File: src/rtl/kbd_event_fifo.sv
// kbd_event_fifo
//   Buffers keyboard events from the PS/2 decode stage until software polls
//   them over a small MMIO window. Each event is a {release flag, ASCII} word.
//
// Ports
//   clk        system clock
//   rst        synchronous, active-high reset
//   key_valid  one-cycle pulse from the decoder: key_data is valid
//   key_data   [15:9] zero, [8] release flag, [7:0] ASCII
//   key_ack    registered pulse, the cycle after an event is enqueued
//   cpu_ren    one-cycle MMIO read strobe
//   cpu_addr   0 = DATA (pops one entry), 1 = STATUS (clears overflow/drops)
//   cpu_rdata  registered read data, updated one cycle after cpu_ren
//   irq        level interrupt, high while the FIFO holds at least one entry
//
// Handshake: the decoder offers an event with a one-cycle key_valid pulse and
// keeps it in its holding register until key_ack comes back. key_ack is only
// raised for events that were actually stored; dropped (FIFO full) and
// filtered (release with KEEP_RELEASE = 0) events are never acknowledged.
// The CPU side has no back-pressure: every cpu_ren is answered one cycle
// later on cpu_rdata, which then holds until the next cpu_ren.
//
// STATUS word: {drop_cnt[7:0], count[6:0] (saturated at 127), overflow}.

module kbd_event_fifo #(
  parameter int DEPTH        = 16,
  parameter bit KEEP_RELEASE = 1'b1
) (
  input  logic        clk,
  input  logic        rst,
  input  logic        key_valid,
  input  logic [15:0] key_data,
  output logic        key_ack,
  input  logic        cpu_ren,
  input  logic        cpu_addr,
  output logic [15:0] cpu_rdata,
  output logic        irq
);

  localparam int AW = $clog2(DEPTH);
  localparam int CW = AW + 1;

  logic [15:0]   mem [DEPTH];
  logic [AW-1:0] head;
  logic [AW-1:0] tail;
  logic [CW-1:0] count;
  logic [CW-1:0] count_next;
  logic          overflow;
  logic [7:0]    drop_cnt;

  logic          push_req;
  logic          data_rd;
  logic          stat_rd;
  logic          empty;
  logic          full;
  logic          pop;
  logic          push;
  logic          drop;
  logic [8:0]    count_ext;
  logic [6:0]    count_sat;
  logic [15:0]   status_word;

  // Release events are filtered before they can influence full/drop logic,
  // so a discarded release never counts as an overflow.
  assign push_req = key_valid && (KEEP_RELEASE || !key_data[8]);
  assign data_rd  = cpu_ren && !cpu_addr;
  assign stat_rd  = cpu_ren && cpu_addr;

  assign empty = (count == '0);
  assign full  = (count == CW'(DEPTH));

  // A pop in the same cycle frees a slot, so a push into a full FIFO is
  // still accepted when it coincides with a DATA read.
  assign pop  = data_rd && !empty;
  assign push = push_req && (!full || pop);
  assign drop = push_req && full && !pop;

  // count is at most 256, so a 9-bit view covers every legal DEPTH.
  assign count_ext   = 9'(count);
  assign count_sat   = (count_ext > 9'd127) ? 7'h7f : count_ext[6:0];
  assign status_word = {drop_cnt, count_sat, overflow};

  always_comb begin
    count_next = count;
    case ({push, pop})
      2'b10:   count_next = count + 1'b1;
      2'b01:   count_next = count - 1'b1;
      default: count_next = count;
    endcase
  end

  // Storage has no reset; only entries between head and tail are ever read.
  always_ff @(posedge clk) begin
    if (push) begin
      mem[tail] <= key_data;
    end
  end

  // Pointers wrap naturally because DEPTH is a power of two.
  always_ff @(posedge clk) begin
    if (rst) begin
      head  <= '0;
      tail  <= '0;
      count <= '0;
    end else begin
      if (push) begin
        tail <= tail + 1'b1;
      end
      if (pop) begin
        head <= head + 1'b1;
      end
      count <= count_next;
    end
  end

  // A drop in the same cycle as a STATUS read wins over the clear, so the
  // event is never lost from the software's view.
  always_ff @(posedge clk) begin
    if (rst) begin
      overflow <= 1'b0;
      drop_cnt <= 8'h00;
    end else if (drop) begin
      overflow <= 1'b1;
      if (stat_rd) begin
        drop_cnt <= 8'h01;
      end else if (drop_cnt != 8'hff) begin
        drop_cnt <= drop_cnt + 8'h01;
      end
    end else if (stat_rd) begin
      overflow <= 1'b0;
      drop_cnt <= 8'h00;
    end
  end

  // Read data: an empty DATA read returns 0, which software treats as
  // "no key" (ASCII 0x00 is never produced by the decoder).
  always_ff @(posedge clk) begin
    if (rst) begin
      cpu_rdata <= 16'h0000;
    end else if (data_rd) begin
      cpu_rdata <= pop ? mem[head] : 16'h0000;
    end else if (stat_rd) begin
      cpu_rdata <= status_word;
    end
  end

  always_ff @(posedge clk) begin
    if (rst) begin
      key_ack <= 1'b0;
      irq     <= 1'b0;
    end else begin
      key_ack <= push;
      irq     <= (count_next != '0);
    end
  end

endmodule

File: config.mk
export PLATFORM = sky130hd
export DESIGN_NAME = kbd_event_fifo
export DESIGN_NICKNAME = d
export VERILOG_FILES = /design/src/rtl/kbd_event_fifo.sv
export SDC_FILE = /design/constraint.sdc
export NUM_CORES = 1
export LEC_CHECK = 0
export CELL_PAD_IN_SITES_DETAIL_PLACEMENT = 1
export CELL_PAD_IN_SITES_GLOBAL_PLACEMENT = 2
export CORE_MARGIN = 1
export CORE_UTILIZATION = 35
export DETAILED_ROUTE_END_ITERATION = 8
export DONT_BUFFER_PORTS = 1
export GPL_TIMING_DRIVEN = 0
export PLACE_DENSITY = 0.65
export SYNTH_ARGS = -nofsm -noshare
export SYNTH_HDL_FRONTEND = slang
export SYNTH_SLANG_ARGS = --single-unit
File: constraint.sdc
create_clock -name clk -period 5.6 [get_ports clk]
set_clock_uncertainty 0.2 [all_clocks]
set_input_delay 0 -clock clk [delete_from_list [all_inputs] [get_ports clk]]
set_output_delay 0 -clock clk [all_outputs]
set_load 0.02 [all_outputs]
==> results of run 1 <==
==> cells in the mapped netlist (3+ instances only) <==
library cell / count
mux2_2: 4
edfxtp_1: 256
mux4_2: 64
xnor2_1: 8
nor3_1: 13
nor2_1: 40
clkbuf_1: 18
nand2_1: 17
nand2b_1: 6
nand4_1: 4
inv_1: 5
xor2_1: 5
a221o_1: 13
o21ai_0: 8
buf_4: 6
buf_2: 8
mux2i_1: 20
a21oi_1: 11
nor2b_1: 18
buf_6: 3
dfxtp_1: 44
a211oi_1: 27
ha_1: 7
==> worst paths after layout <==
kind,endpoint,slack [ps],cells past startpoint
worst min-delay path,cpu_rdata[5],30,3
worst max register to register,cpu_rdata[5],2390,7
worst min register to register,cpu_rdata[0],300,1
worst max-delay path,cpu_rdata[5],2390,7
==> area by class of cell <==
type | count | area [um2] | area share, %
Buffer | 35 | 186 | 1.33
Timing Repair Buffer | 42 | 488 | 3.49
Clock buffer | 38 | 930 | 6.64
Sequential cell | 300 | 8570 | 61.2
Multi-Input combinational cell | 290 | 3030 | 21.7
Antenna cell | 1 | 2.50 | 0.0179
Inverter | 5 | 18.8 | 0.134
Tap cell | 442 | 553 | 3.95
Clock inverter | 23 | 213 | 1.52
==> worst max-delay path, stage by stage (launching register included) <==
cell and delay (ps):
dfxtp_1 310, buf_4 200, clkbuf_1 560, mux4_2 410, mux2_2 300, a2111oi_0 460
nor3_1 80, dlygate4sd3_1 570
==> routing by layer <==
layer  part of all wire [%]  GRT usage (%)
met3                    4.7           3.50
met4                    1.9           5.12
met1                     44           22.4
met2                     49           28.7
met5                  0.028              0
==> cell families after synthesis <==
group | synth area share [%]
DFF | 72.9
and+or+nand+nor | 4.69
muxes | 14.3
AOI/OAI and AO/OA | 4.62
buffers and inverters | 1.75
xor gates and xnor gates | 0.969
adders and majority gates | 0.745
==> registers in the layout, indices dropped and copies added, names as in the netlist, named ones only <==
register   flops
key_ack        1
head           4
overflow       1
mem          256
count          5
tail           4
irq            1
drop_cnt       8
cpu_rdata     16
==> per-stage QoR <==
stage / setup WS (ps) / util, %
after floorplan: 2610 / -
after global placement: 894 / 37.5
after detailed placement: 2490 / 38.5
after CTS: 2320 / 42.7
after global routing: 2060 / 42.7
final: 2390 / 42.7
==> power groups by stage <==
| stage | clock, W | sequential, W | combinational (W) |
|---|---|---|---|
| floorplan | 0 | 0.00254 | 0.000238 |
| global placement | 0 | 0.00254 | 0.000304 |
| detailed placement | 0 | 0.00254 | 0.000317 |
| CTS | 0.00229 | 0.00249 | 0.000360 |
| global route | 0.00237 | 0.00250 | 0.000388 |
| finish | 0.00224 | 0.00249 | 0.000355 |
==> impl_metrics.csv, run 1 <==
group,metric,value,unit
routing,dr_total_vias,6105,
clocking,cts_hold_buf,24,
outcome,status,"complete, no violations",
finish,synthToLayoutAreaGrowth,19.0,%
synthesis,synth.distinct_cells,44,
routing,drt-wirelength-per-cell,23.9,um
clocking,postCtsResizedCells,0,
floorplan,initial_core_util,35.9,%
synthesis,synth_seq_cells,300,
synthesis,yosysTopAreaCell,"edfxtp_1",
synthesis,yosysWarnings,0,
floorplan,num_rows,66,
finish,finalInstanceArea,14000,um2
synthesis,synth-edff-count,256,
synthesis,syn_area_per_cell,18.7,um2
power_and_ir_drop,switchingPower,0.00112,W
sta,rsz0062_at_grt,"false",
power_and_ir_drop,p_leak,4.36,nW
synthesis,synth_top_area_share,65.4,%
floorplan,fp.coreArea,32800,um2
sta,max_freq,312,MHz
routing,final_antenna_net_count,0,
finish,final_nets,736,
clocking,clk_pin_slew_worst_paths,60,ps
setup_path,critical_path_class,"register to register",
routing,firstDrtPassIters,4,
power_and_ir_drop,pwr-share-clk,44.0,%
power_and_ir_drop,ir_drop,221,uV
job,maxCapViolCount,0,
placed_design,place.port_buffers,0,
sta,post-route-min-period,3210,ps
sta,max-slew-margin-rel,36.2,%
setup_path,worstPathArrival,3420,ps
floorplan,ios,39,
grt,grt_max_degree,17,
finish,final_common_cell,"edfxtp_1",
power_and_ir_drop,p_int,0.00397,W
clocking,cts_tree,"yes",
finish,instances_no_fill,1176,
routing,vias_per_cell,5.19,
finish,final_cell_mix,"edfxtp_1, mux4_2, dfxtp_1",
placed_design,dp.cells,1090,
power_and_ir_drop,p_sw_share,22.0,%
sta,fin_crit_sh,57.3,%
sta,maxSlewViolCount,0,
placed_design,gp_congestion,0.867,
grt,track_usage,17.1,%
finish,drive_above_1_share,24.1,%
grt,grt_pass1_wl,42000,um
clocking,clockRootBuffer,"clkbuf_16",
synthesis,synth_area,11800,um2
finish,num-fill-cells,3159,
routing,routed_wl,28100,um
setup_path,cp_max_fo,10,
setup_path,cp.required,5810,ps
setup_path,cp-end-kind,"register",
sta,tns,0,ps
min_path,hold_class,"input pin to register",
synthesis,ys.flop_type,"edfxtp_1",
clocking,clkLatencyLatePin,520,ps
clocking,clockBufferDepth,3,
grt,grt_antenna_before_repair,2,
sta,hold_ws,27.7,ps
sta,hold_viol,0,
power_and_ir_drop,pwr-share-comb,7.0,%
clocking,cts_setup_buffers,0,
placed_design,placed_cell_area,12600,um2
floorplan,die_w,185,um
power_and_ir_drop,power.sequential.fraction,49.0,%
floorplan,dieArea,34300,um2
grt,overflow,0,
placed_design,dpl.hpwl,19800,um
floorplan,fp.dieH,185,um
sta,setup_violations,0,
synthesis,synth_area_leaders,"edfxtp_1, mux4_2, dfxtp_1",
synthesis,synth_seq_area_share,72.9,%
synthesis,synthesis.nets,658,
clocking,clock_sinks,300,
routing,drc,0,
synthesis,synthCells,630,
power_and_ir_drop,finalPower,0.00509,W
clocking,cts_htree_levels,2,
clocking,cts_buffers,34,
setup_path,start_kind,"register",
power_and_ir_drop,power.density,364,nW/um2
grt,grt_pass1_vias,6622,
min_path,min_from,"cpu_addr",
routing,drt_iter0_drc,369,
sta,worst_pin_slew,952,ps
synthesis,synthArstFlopShare,0,%
Note: power is estimated with default switching activity, not from simulation.
==> run 2, diff against run 1 <==
- clock period: 5.6 -> 3.4 ns (I/O delays scaled with it)
==> run 2 against run 1 <==
Clock power up 64%. Via count down 0.11%. Hold slack better by 1.4 ps. Largest power group unchanged. Largest cell class unchanged. Fmax up 2.0%. Die area unchanged. Critical endpoint is now mem[0][12]. Sequential power up 65%.
==> impl_metrics.csv, run 2 (synthesis results as in run 1) <==
group,metric,value,unit
outcome,status,"complete, no violations",
grt,busiest_layer,"met2",
setup_path,start_kind,"register",
routing,routed_wl,28100,um
setup_path,worstPathCellList,"clkbuf_1, nor4_4, a31oi_2, nand2_1, nor3_2, buf_6",
setup_path,cp_max_fo,9,
routing,dr_total_vias,6098,
routing,drt_iter0_drc,368,
floorplan,fp.coreArea,32800,um2
finish,largest_register_ffs,256,
routing,final_antenna_net_count,0,
sta,setup_violations,0,
clocking,cts_setup_buffers,0,
setup_path,cp_num_buf_inv,2,
grt,grt_util_met2,28.7,%
placed_design,dpl.hpwl,19800,um
floorplan,initial_core_util,35.9,%
placed_design,gp_congestion,0.867,
floorplan,ios,39,
clocking,clk_pin_slew_worst_paths,60,ps
clocking,clkLatencyLatePin,520,ps
min_path,hold_class,"input pin to register",
routing,vias_per_cell,5.19,
clocking,clock_sinks,300,
sta,fin_crit_sh,92.5,%
setup_path,cp-end-kind,"register",
clocking,clockRootBuffer,"clkbuf_16",
power_and_ir_drop,ir_drop,364,uV
grt,met1_usage,22.4,%
sta,tns,0,ps
grt,overflow,0,
grt,grt_pass1_wl,42000,um
sta,post-route-min-period,3140,ps
grt,grt_antenna_before_repair,2,
power_and_ir_drop,power.density,599,nW/um2
job,maxCapViolCount,0,
setup_path,worst_path_largest_cell_delay,770,ps
routing,drt-wirelength-per-cell,23.9,um
setup_path,critical_path_class,"register to register",
grt,grt_pass1_vias,6622,
finish,top_regs,"mem (256), cpu_rdata (16), drop_cnt (8)",
grt,use_met3,3.50,%
sta,maxSlewViolCount,0,
finish,final_cell_mix,"edfxtp_1, mux4_2, dfxtp_1",
sta,rsz0062_at_grt,"false",
placed_design,place.port_buffers,0,
setup_path,cp.required,3410,ps
routing,firstDrtPassIters,4,
clocking,clockBufferDepth,3,
finish,synthToLayoutAreaGrowth,19.0,%
clocking,cts_tree,"yes",
setup_path,worstPathArrival,3150,ps
finish,final_core_util,42.7,%
finish,drive_above_1_share,24.3,%
finish,final_nets,736,
floorplan,die_w,185,um
finish,num-fill-cells,3158,
sta,hold_ws,29.1,ps
sta,max_freq,318,MHz
setup_path,crit_family,"simple AND/OR/NAND/NOR gates",
sta,hold_viol,0,
grt,track_usage,17.1,%
finish,top_register,"mem",
sta,worst_pin_slew,954,ps
grt,grt_max_degree,17,
clocking,cts_htree_levels,2,
sta,max-slew-margin-rel,36.1,%
floorplan,num_rows,66,
power_and_ir_drop,p_leak,4.36,nW
clocking,cts_buffers,34,
setup_path,slowest_stage,"nor3_2",
finish,final_common_cell,"edfxtp_1",
routing,drc,0,
floorplan,fp.dieH,185,um
floorplan,dieArea,34300,um2
run 2: changes by cell type in the layout (fill, tap and decap cells not counted):
cell,before,now
clkbuf_2,0,1
clkbuf_1,19,18
run 2: final cells by class:
| cell class | instances | area (um2) | area share (%) |
|---|---|---|---|
| sequential | 300 | 8570 | 61.2 |
| multi-input combinational | 290 | 3030 | 21.7 |
| clock buffer | 38 | 930 | 6.64 |
| tap | 442 | 553 | 3.95 |
| timing repair buffer | 42 | 488 | 3.49 |
| clock inverter | 23 | 213 | 1.52 |
| buffer | 35 | 188 | 1.34 |
| inverter | 5 | 18.8 | 0.134 |
| antenna | 1 | 2.50 | 0.0179 |
run 2: worst reg2reg max path: stages (launching register included):
cell and delay [ps]:
dfxtp_1 330, clkbuf_1 370, nor4_4 140, a31oi_2 460, nand2_1 270, nor3_2 780, buf_6 270
run 2: metal layers:
layer / wire length, um / up-vias
met3: 1490 / 41
li1: - / 2712
met5: 8 / -
met2: 13900 / 137
met1: 12100 / 3206
met4: 594 / 2
run 2: per-stage QoR:
| stage | worst slack, ps | area (um2) | instances | power, W |
|---|---|---|---|---|
| after CTS | 120 | 14000 | 1175 | 0.00847 |
| after global routing | 33.3 | 14000 | 1176 | 0.00866 |
| final | 255 | 14000 | 1176 | 0.00838 |
| after floorplan | 407 | 11800 | 630 | 0.00457 |
| after detailed placement | 293 | 12600 | 1090 | 0.00471 |
| after global placement | -1310 | 12300 | 1072 | 0.00469 |
run 2: worst paths after layout:
kind	startpoint	endpoint	slack (ps)	depth (start not counted)
max	count[0]	mem[0][12]	260	6
min	cpu_addr	cpu_rdata[5]	30	3
max reg2reg	count[0]	mem[0][12]	260	6
min reg2reg	overflow	cpu_rdata[0]	300	1
run 2: power by group:
part | internal, W | switching [W]
Sequential | 0.00406 | 0.0000463
Combinational | 0.000263 | 0.000321
Clock | 0.00221 | 0.00147
run 2: repair_timing:
action,4_1_cts,5_1_grt
hold endpoints to repair,285,0
resized for setup,0,2
hold buffers,24,0
setup endpoints to repair,0,1
==> run 3, diff against run 2 <==
- BUFFER_PORTS_ARGS: unset -> -buffer_cell sky130_fd_sc_hd__buf_2
- DONT_BUFFER_PORTS: 1 -> unset
- PLACE_DENSITY: 0.65 -> 0.62
==> run 3 against run 2 <==
Die area unchanged. Non-clock buffer count increased by 36. Largest power group unchanged. Cell area increased by 0.39%. Via count increased by 1.9%. Final cell count increased by 2.7%. Fmax decreased by 3.9%. Combinational power increased by 6.7%. Sequential share of layout area decreased by 0.24 points. Sequential cell count unchanged. Highest routed layer is now met4. Sequential power about the same. Count of clock-buffer cells in the layout increased by 5. Clock power decreased by 6.3%.
==> impl_metrics.csv, run 3 (synthesis results as in run 1) <==
group,metric,value,unit
routing,firstDrtPassIters,5,
outcome,status,"complete, no violations",
routing,final_antenna_net_count,0,
power_and_ir_drop,ir_drop,264,uV
setup_path,slowest_stage,"dlygate4sd3_1",
setup_path,worst_path_largest_cell_delay,580,ps
grt,track_usage,17.1,%
power_and_ir_drop,p_leak,4.47,nW
setup_path,cp_num_buf_inv,4,
clocking,cts_hold_buf,24,
finish,final_common_cell,"edfxtp_1",
grt,grt_max_degree,17,
sta,max_freq,306,MHz
clocking,clkLatencyLatePin,520,ps
sta,post-route-min-period,3270,ps
sta,hold_viol,0,
finish,final_nets,772,
setup_path,crit_family,"buffers and inverters",
setup_path,critical_path_class,"register to register",
sta,hold_ws,208,ps
routing,drt_iter0_drc,348,
placed_design,placed_cell_area,12800,um2
power_and_ir_drop,p_sw_share,22.2,%
setup_path,worstPathCellList,"clkbuf_1, nor4_4, nand4_1, buf_2, a31o_2, dlygate4sd3_1, a21oi_1, dlygate4sd3_1",
grt,grt_pass1_wl,42100,um
placed_design,gp_congestion,0.792,
finish,largest_register_ffs,256,
setup_path,cp_max_fo,10,
floorplan,num_rows,66,
routing,routed_wl,28100,um
power_and_ir_drop,finalPower,0.00816,W
power_and_ir_drop,pwr-share-comb,7.6,%
clocking,clock_sinks,300,
sta,worst_slack,128,ps
finish,diodes,0,
floorplan,fp.dieH,185,um
sta,maxSlewViolCount,0,
sta,rsz0062_at_grt,"false",
finish,drive_above_1_share,27.0,%
finish,top_register,"mem",
clocking,cts_buffers,34,
clocking,cts_tree,"yes",
clocking,cts_setup_buffers,0,
routing,dr_total_vias,6216,
routing,drc,0,
routing,vias_per_cell,5.15,
clocking,clk_pin_slew_worst_paths,60,ps
job,maxCapViolCount,0,
placed_design,place.port_buffers,38,
finish,synthToLayoutAreaGrowth,19.5,%
placed_design,dp_slack,219,ps
sta,max-slew-margin-rel,37.2,%
finish,top_regs,"mem (256), cpu_rdata (16), drop_cnt (8)",
power_and_ir_drop,pwr-share-clk,42.3,%
power_and_ir_drop,power.sequential.fraction,50.1,%
power_and_ir_drop,power.density,581,nW/um2
grt,grt_antenna_before_repair,0,
setup_path,cp.required,3650,ps
sta,worst_pin_slew,937,ps
sta,fin_crit_sh,96.2,%
clocking,clockRootBuffer,"clkbuf_16",
setup_path,start_kind,"register",
clocking,clockBufferDepth,3,
min_path,hold_class,"input pin to register",
floorplan,fp.coreArea,32800,um2
placed_design,dpl.hpwl,18600,um
setup_path,worstPathArrival,3520,ps
clocking,postCtsResizedCells,0,
finish,final_core_util,42.9,%
floorplan,initial_core_util,35.9,%
setup_path,cp-end-kind,"register",
routing,drt-wirelength-per-cell,23.2,um
floorplan,ios,39,
floorplan,dieArea,34300,um2
power_and_ir_drop,p_int,0.00635,W
floorplan,die_w,185,um
finish,finalInstanceArea,14000,um2
power_and_ir_drop,switchingPower,0.00182,W
sta,setup_violations,0,
grt,grt_pass1_vias,6695,
setup_path,path_common_cell,"dlygate4sd3_1",
finish,final_cell_mix,"edfxtp_1, mux4_2, buf_2",
clocking,cts_htree_levels,2,
grt,overflow,0,
## run 3: cell count changes in the layout (fill, tap and decap cells not counted), moves of 2 or more
| cell | change |
|---|---|
| buf_2 | +38 |
| buf_6 | -2 |
| clkbuf_1 | +9 |
| clkbuf_16 | -3 |
| clkinv_1 | -5 |
## run 3: per-stage QoR
| stage | cells | setup TNS, ps |
|---|---|---|
| global route | 1208 | 0 |
| finish | 1208 | 0 |
| floorplan | 630 | 0 |
| detailed placement | 1126 | 0 |
| CTS | 1208 | 0 |
| global placement | 1110 | -124520 |
## run 3: worst paths after layout
path                      from            to  slack (ps)  cells past startpoint
setup reg to reg      count[0]   drop_cnt[0]         130                      8
setup / recovery      count[0]   drop_cnt[0]         130                      8
hold / removal     key_data[2]    mem[10][2]         210                      2
hold reg to reg   cpu_rdata[7]  cpu_rdata[7]         270                      2
## run 3: layout make-up
cell class	instances	area, um2
fill	3177	18700
sequential	300	8570
clock inverter	15	149
multi-input combinational	290	3030
tap	442	553
buffer	35	186
inverter	5	18.8
clock buffer	43	885
timing repair buffer	78	656
## run 3: routing by layer
metal / vias up / wire length, um / part of all wire, % / GRT usage [%]
met4: 0 / 498 / 1.8 / 4.50
li1: 2781 / - / - / -
met3: 27 / 1060 / 3.8 / 2.89
met1: 3302 / 12400 / 44 / 22.5
met2: 106 / 14000 / 50 / 29.3
met5: - / 0 / 0 / 0
## run 3: worst register-to-register path, stage by stage, from the launching register on
cell,delay [ps]
dfxtp_1,310
clkbuf_1,230
nor4_4,480
nand4_1,240
buf_2,240
a31o_2,260
dlygate4sd3_1,550
a21oi_1,140
dlygate4sd3_1,580
## run 3: power groups by stage
stage / Clock, W / Sequential [W] / Combinational [W]
2_1_floorplan: 0 / 0.00418 / 0.000391
3_3_place_gp: 0 / 0.00416 / 0.000589
3_5_place_dp: 0 / 0.00416 / 0.000611
4_1_cts: 0.00354 / 0.00409 / 0.000634
5_1_grt: 0.00367 / 0.00409 / 0.000684
6_report: 0.00345 / 0.00409 / 0.000623
